[config.mk]
export PLATFORM = sky130hd
export DESIGN_NAME = rtc_field_sender
export DESIGN_NICKNAME = d
export VERILOG_FILES = /design/src/rtl/rtc_field_sender_pkg.sv /design/src/rtl/rtc_field_sender_bcd_check.sv /design/src/rtl/rtc_field_sender.sv
export SDC_FILE = /design/constraint.sdc
export NUM_CORES = 1
export LEC_CHECK = 0
export ABC_CLOCK_PERIOD_IN_PS = 3300
export CORE_UTILIZATION = 48
export CTS_BUF_LIST = sky130_fd_sc_hd__clkbuf_8
export CTS_CLUSTER_DIAMETER = 150
export DETAILED_ROUTE_END_ITERATION = 12
export PLACE_DENSITY = 0.78
export SLEW_MARGIN = 20
export SYNTH_ARGS = -nofsm -noshare
export SYNTH_HDL_FRONTEND = slang
export SYNTH_SLANG_ARGS = --single-unit
[constraint.sdc]
create_clock -name DivCLK -period 3.3 [get_ports DivCLK]
set_clock_uncertainty 0.15 [all_clocks]
set_input_delay 0.66 -clock DivCLK [delete_from_list [all_inputs] [get_ports DivCLK]]
set_output_delay 0.66 -clock DivCLK [all_outputs]
set_load 0.1 [all_outputs]
[src/rtl/rtc_field_sender_pkg.sv]
// Shared definitions for the RTC-to-display field link: field codes, field count
// and the sender FSM state encoding. The display-side decoder imports this too.
package rtc_field_sender_pkg;

  localparam int NUM_FIELDS = 9;

  localparam logic [3:0] FLD_IDLE  = 4'd0;
  localparam logic [3:0] FLD_DAY   = 4'd1;
  localparam logic [3:0] FLD_MONTH = 4'd2;
  localparam logic [3:0] FLD_YEAR  = 4'd3;
  localparam logic [3:0] FLD_SEC   = 4'd4;
  localparam logic [3:0] FLD_MIN   = 4'd5;
  localparam logic [3:0] FLD_HOUR  = 4'd6;
  localparam logic [3:0] FLD_CSEC  = 4'd7;
  localparam logic [3:0] FLD_CMIN  = 4'd8;
  localparam logic [3:0] FLD_CHOUR = 4'd9;

  typedef enum logic [1:0] {
    ST_IDLE = 2'd0,
    ST_SEND = 2'd1,
    ST_GAP  = 2'd2,
    ST_DONE = 2'd3
  } state_e;

  // Field index 0..8 maps onto wire codes 1..9.
  function automatic logic [3:0] field_code(input logic [3:0] idx);
    return idx + 4'd1;
  endfunction

endpackage

[src/rtl/rtc_field_sender_bcd_check.sv]
// Combinational BCD validity test: both nibbles of the byte must be 0..9.
module rtc_field_sender_bcd_check (
  input  logic [7:0] byte_i,
  output logic       valid_o
);

  assign valid_o = (byte_i[7:4] <= 4'd9) && (byte_i[3:0] <= 4'd9);

endmodule

[src/rtl/rtc_field_sender.sv]
// Snapshots the nine BCD time fields and serialises them as (flag code, byte)
// pairs, each held HOLD_CYCLES and followed by GAP_CYCLES of idle code.
module rtc_field_sender
  import rtc_field_sender_pkg::*;
#(
  parameter int HOLD_CYCLES = 2,
  parameter int GAP_CYCLES  = 1
) (
  input  logic       DivCLK,
  input  logic       reset,
  input  logic       start,
  input  logic [7:0] day_i,
  input  logic [7:0] month_i,
  input  logic [7:0] year_i,
  input  logic [7:0] sec_i,
  input  logic [7:0] min_i,
  input  logic [7:0] hour_i,
  input  logic [7:0] csec_i,
  input  logic [7:0] cmin_i,
  input  logic [7:0] chour_i,
  output logic [3:0] flag_code,
  output logic [7:0] data_out,
  output logic       busy,
  output logic       done,
  output logic       bcd_err
);

  localparam int CNT_MAX = (HOLD_CYCLES > GAP_CYCLES) ? HOLD_CYCLES : GAP_CYCLES;
  localparam int CNT_W   = $clog2(CNT_MAX) + 1;
  localparam logic [CNT_W-1:0] HOLD_LOAD = CNT_W'(HOLD_CYCLES - 1);
  localparam logic [CNT_W-1:0] GAP_LOAD  = CNT_W'(GAP_CYCLES - 1);
  localparam logic [3:0]       LAST_IDX  = 4'(NUM_FIELDS - 1);

  state_e           state_q, state_d;
  logic [3:0]       idx_q, idx_d;
  logic [CNT_W-1:0] cnt_q, cnt_d;
  logic             pending_q, pending_d;
  logic [3:0]       flag_q, flag_d;
  logic [7:0]       data_q, data_d;
  logic             busy_q, busy_d;
  logic             done_q, done_d;
  logic             err_q, err_d;

  logic [7:0] snap_q  [NUM_FIELDS];
  logic [7:0] snap_in [NUM_FIELDS];
  logic       snap_load;
  logic       start_frame;
  logic [3:0] nxt_idx;
  logic [7:0] chk_byte;
  logic       chk_valid;

  assign snap_in[0] = day_i;
  assign snap_in[1] = month_i;
  assign snap_in[2] = year_i;
  assign snap_in[3] = sec_i;
  assign snap_in[4] = min_i;
  assign snap_in[5] = hour_i;
  assign snap_in[6] = csec_i;
  assign snap_in[7] = cmin_i;
  assign snap_in[8] = chour_i;

  assign nxt_idx = idx_q + 4'd1;

  // A new frame checks the live day input (snapshot is taken on the same edge);
  // otherwise the next field's snapshot byte is checked as its SEND phase begins.
  always_comb begin
    chk_byte = 8'h00;
    if (state_q == ST_IDLE || state_q == ST_DONE) begin
      chk_byte = day_i;
    end else if (idx_q < LAST_IDX) begin
      chk_byte = snap_q[nxt_idx];
    end
  end

  rtc_field_sender_bcd_check u_bcd_check (
    .byte_i  (chk_byte),
    .valid_o (chk_valid)
  );

  always_comb begin
    state_d     = state_q;
    idx_d       = idx_q;
    cnt_d       = cnt_q;
    pending_d   = pending_q;
    flag_d      = flag_q;
    data_d      = data_q;
    busy_d      = busy_q;
    done_d      = 1'b0;
    err_d       = err_q;
    snap_load   = 1'b0;
    start_frame = 1'b0;

    unique case (state_q)
      ST_IDLE: begin
        if (start || pending_q) start_frame = 1'b1;
      end
      ST_SEND: begin
        if (start) pending_d = 1'b1;
        if (cnt_q == '0) begin
          state_d = ST_GAP;
          cnt_d   = GAP_LOAD;
          flag_d  = FLD_IDLE;
          data_d  = 8'h00;
        end else begin
          cnt_d = cnt_q - 1'b1;
        end
      end
      ST_GAP: begin
        if (start) pending_d = 1'b1;
        if (cnt_q != '0) begin
          cnt_d = cnt_q - 1'b1;
        end else if (idx_q < LAST_IDX) begin
          state_d = ST_SEND;
          idx_d   = nxt_idx;
          cnt_d   = HOLD_LOAD;
          flag_d  = field_code(nxt_idx);
          data_d  = chk_valid ? chk_byte : 8'h00;
          err_d   = err_q | ~chk_valid;
        end else begin
          state_d = ST_DONE;
          done_d  = 1'b1;
        end
      end
      ST_DONE: begin
        if (start || pending_q) begin
          start_frame = 1'b1;
        end else begin
          state_d = ST_IDLE;
          busy_d  = 1'b0;
        end
      end
      default: state_d = ST_IDLE;
    endcase

    // Shared by a fresh start and a queued back-to-back frame.
    if (start_frame) begin
      state_d   = ST_SEND;
      idx_d     = 4'd0;
      cnt_d     = HOLD_LOAD;
      pending_d = 1'b0;
      snap_load = 1'b1;
      flag_d    = FLD_DAY;
      data_d    = chk_valid ? day_i : 8'h00;
      err_d     = err_q | ~chk_valid;
      busy_d    = 1'b1;
    end
  end

  always_ff @(posedge DivCLK or posedge reset) begin
    if (reset) begin
      state_q   <= ST_IDLE;
      idx_q     <= 4'd0;
      cnt_q     <= '0;
      pending_q <= 1'b0;
      flag_q    <= FLD_IDLE;
      data_q    <= 8'h00;
      busy_q    <= 1'b0;
      done_q    <= 1'b0;
      err_q     <= 1'b0;
      for (int i = 0; i < NUM_FIELDS; i++) snap_q[i] <= 8'h00;
    end else begin
      state_q   <= state_d;
      idx_q     <= idx_d;
      cnt_q     <= cnt_d;
      pending_q <= pending_d;
      flag_q    <= flag_d;
      data_q    <= data_d;
      busy_q    <= busy_d;
      done_q    <= done_d;
      err_q     <= err_d;
      if (snap_load) begin
        for (int i = 0; i < NUM_FIELDS; i++) snap_q[i] <= snap_in[i];
      end
    end
  end

  assign flag_code = flag_q;
  assign data_out  = data_q;
  assign busy      = busy_q;
  assign done      = done_q;
  assign bcd_err   = err_q;

endmodule
==> key figures <==
Run status
  • Status: completed

Layout
  • Final cell area excluding filler cells: 5820 sq um
  • Net total in the final layout: 664
  • Diodes inserted: 0
  • Register area: 2400 sq um
  • Footprint of the multi-input gates: 2060 sq um
  • Number of filler cells placed in the layout: 802
  • Share of cells above drive strength 1: 9.68%
  • Signed area change from the synthesized netlist to the final layout: 26.2%

Synthesis
  • Top post-synthesis cells by area: sky130_fd_sc_hd__dfrtp_1 (52%), sky130_fd_sc_hd__nand2_1 (19%), sky130_fd_sc_hd__mux4_2 (3.4%), sky130_fd_sc_hd__mux2i_1 (3.3%), sky130_fd_sc_hd__a32o_1 (2.4%)
  • Post-synth EDFFs: 0
  • Flops & latches, synth: 96
  • Cell type contributing the most total cell area after synthesis: sky130_fd_sc_hd__dfrtp_1
  • Count of distinct cell types in the synthesized netlist: 41
  • Number of synthesis warnings: 0
  • Cell Area, Synth: 4610 sq um
  • Async SR Flop Fraction: 100%
  • Commonest cells post-synth: sky130_fd_sc_hd__nand2_1 (229), sky130_fd_sc_hd__dfrtp_1 (96), sky130_fd_sc_hd__nor2_1 (20)
  • Dominant cell by count in the synthesized netlist: sky130_fd_sc_hd__nand2_1
  • Sequential area share after synthesis: 52.1%
  • Avg Cell Area, Syn: 9.20 sq um
  • Leading register cell type out of synthesis: sky130_fd_sc_hd__dfrtp_1
  • Cells after Synth: 501
  • Area share of the largest cell type after synthesis: 52.1%
  • Post-synth net total: 581

Drt
  • Violation count after the first detailed-route iteration: 179
  • Met3 routed WL: 630 microns
  • Sum of routed wire segments on met1: 4960 microns
  • Wire length on met2: 5210 microns
  • Post-detailed-route count of antenna-violating nets: 0
  • Total wirelength of the detailed-routed design: 11100 microns
  • Via count: 3821
  • DRC violations left: 0
  • Via-per-instance ratio: 5.32
  • Drt first pass iters: 5
  • Wire length per cell: 15.5 microns
  • DR top layer: met4

Global routing
  • First-pass GRT wire length: 18200 microns
  • Remaining global-route overflow: 0
  • Vias in the first global route: 3707
  • Initial antenna violation count: 0
  • Total track usage: 23.7%
  • Largest net degree at the start of global routing: 46

Timing
  • Setup tns final: 0 ns
  • Number of hold violations in the final report: 0
  • Worst-case headroom to the max-slew limit: 61.0%
  • Final setup fails: 0
  • Max Freq: 0.351 GHz
  • Ratio of final minimum period to clock period: 86.2%
  • Unrepaired setup endpoints after global routing: no
  • Final min period: 2.85 ns
  • Pins Over Slew Limit: 0
  • Pin slew with the least headroom to its limit: 0.584 ns
  • Fin worst setup slack: 0.455 ns

Floorplan
  • Starting density of the core: 49.6%
  • # rows: 35
  • Core Area: 9280 sq um
  • Io pins: 90
  • Die width: 100 microns
  • Area of the die: 10000 sq um
  • Chip height: 100 microns

CTS
  • CTS tree: yes
  • Clock transition time at the flip-flop clock pins of the worst setup and hold paths: 0.09 ns
  • Number of instances resized during post-cts repair: 0
  • CTS sink cnt: 96
  • Post-CTS Setup Repair Bufs: 0
  • Root cell of the clock tree: sky130_fd_sc_hd__clkbuf_8
  • Maximum number of buffers from clock root to sink: 2
  • Worst skew pair latency: 0.37 ns
  • Level count of the clock H-tree: 3
  • Quantity of hold-fixing buffers added after cts: 0
  • Number of CTS-inserted buffers: 9

Min path
  • Worst min-delay path class: flop to flop

Critical path
  • Type of the worst setup path: flop to flop
  • Worst Path Required: 3.41 ns
  • Largest driver fanout on the critical path: 16
  • Kind of start point of the critical path: flop
  • Worst EP arrival: 2.95 ns
  • Crit path capture type: flop

Power and ir drop
  • Pwr Density: 1030 nW/um^2
  • Reported leakage power: 2.82 nW
  • Worst vdd rail ir drop: 479 uV

Placement
  • Gpl congestion: 0.906
  • Dpl cell area: 5620 sq um
  • Detailed Place HPWL: 8340 microns
  • Buffers added on ports: 89
  • Post-placement worst setup slack: 0.457 ns

Job
  • Count of max-cap constraint violations: 0
[sequential cells by signal, summed over array words and instances, names as in the netlist]
register   count
bcd_err        1
busy           1
cnt_q          2
data_out       8
done           1
flag_code      4
idx_q          4
pending_q      1
snap_q        72
state_q        2
[per-stage QoR]
stage	instances	hold slack, ns	util, %	power, mW
2_1_floorplan	501	0.287	-	4.37
3_3_place_gp	702	0.303	60.5	5.14
3_5_place_dp	702	0.314	60.5	5.24
4_1_cts	718	0.336	62.6	6.01
5_1_grt	718	0.354	62.6	6.45
6_report	718	0.327	62.6	5.99
[per-layer routing]
layer	track usage, %	vias to the layer above
li1	-	1834
met1	32.1	1832
met2	38.0	134
met3	3.97	21
met4	10.1	0
met5	0	-
[worst paths after layout]
| check | start | endpoint | slack [ns] | cells past startpoint |
|---|---|---|---|---|
| worst min-delay path | snap_q[37] | snap_q[37] | 0.33 | 2 |
| worst max-delay path | state_q[0] | data_out[3] | 0.45 | 8 |
| worst max register to register | state_q[0] | data_out[3] | 0.45 | 8 |
| max in group asynchronous | reset | snap_q[27] | 1.74 | 3 |
| worst min register to register | snap_q[37] | snap_q[37] | 0.33 | 2 |
| min in group asynchronous | reset | snap_q[5] | 0.54 | 2 |
[worst max-delay path, stage by stage, from the launching register on]
cell	delay (ns)
sky130_fd_sc_hd__dfrtp_1	0.42
sky130_fd_sc_hd__inv_1	0.07
sky130_fd_sc_hd__ha_1	0.66
sky130_fd_sc_hd__and4bb_1	0.33
sky130_fd_sc_hd__and2_1	0.18
sky130_fd_sc_hd__a22o_1	0.20
sky130_fd_sc_hd__a211o_1	0.30
sky130_fd_sc_hd__a22o_1	0.19
sky130_fd_sc_hd__a32o_1	0.25
[power by group]
part	total, mW	switching [mW]	internal (mW)
sequential	2.05	0.332	1.72
clock	0.775	0.422	0.352
combinational	3.17	1.99	1.18
[area by class of cell]
type	instances	area share, %
sequential	96	41.3
tap	129	2.78
clock buffer	9	2.13
timing repair buffer	102	16.6
inverter	7	0.516
clock inverter	7	1.23
multi-input combinational	368	35.5
[logic make-up after synthesis]
| group | after synthesis | share of synthesized area (%) |
|---|---|---|
| mux | 28 | 9.12 |
| simple gates | 268 | 22.8 |
| fa+ha+maj | 5 | 1.36 |
| compound gates | 59 | 9.56 |
| buf+inv | 37 | 3.53 |
| xor+xnor | 8 | 1.52 |
| flops | 96 | 52.1 |
[placed cells by master, fill, tap and decap left out, types with 6 or more instances in the layout]
| master | count |
|---|---|
| sky130_fd_sc_hd__dfrtp_1 | 96 |
| sky130_fd_sc_hd__clkdlybuf4s50_1 | 74 |
| sky130_fd_sc_hd__xnor2_1 | 6 |
| sky130_fd_sc_hd__a31oi_1 | 6 |
| sky130_fd_sc_hd__clkbuf_8 | 9 |
| sky130_fd_sc_hd__a32o_1 | 11 |
| sky130_fd_sc_hd__o21ai_0 | 12 |
| sky130_fd_sc_hd__nor2_1 | 20 |
| sky130_fd_sc_hd__buf_4 | 27 |
| sky130_fd_sc_hd__mux4_2 | 7 |
| sky130_fd_sc_hd__a22o_1 | 7 |
| sky130_fd_sc_hd__mux2i_1 | 15 |
| sky130_fd_sc_hd__nand2_1 | 229 |
| sky130_fd_sc_hd__inv_1 | 8 |
| sky130_fd_sc_hd__nand3_1 | 6 |
Power figures use the tool's default switching activity.
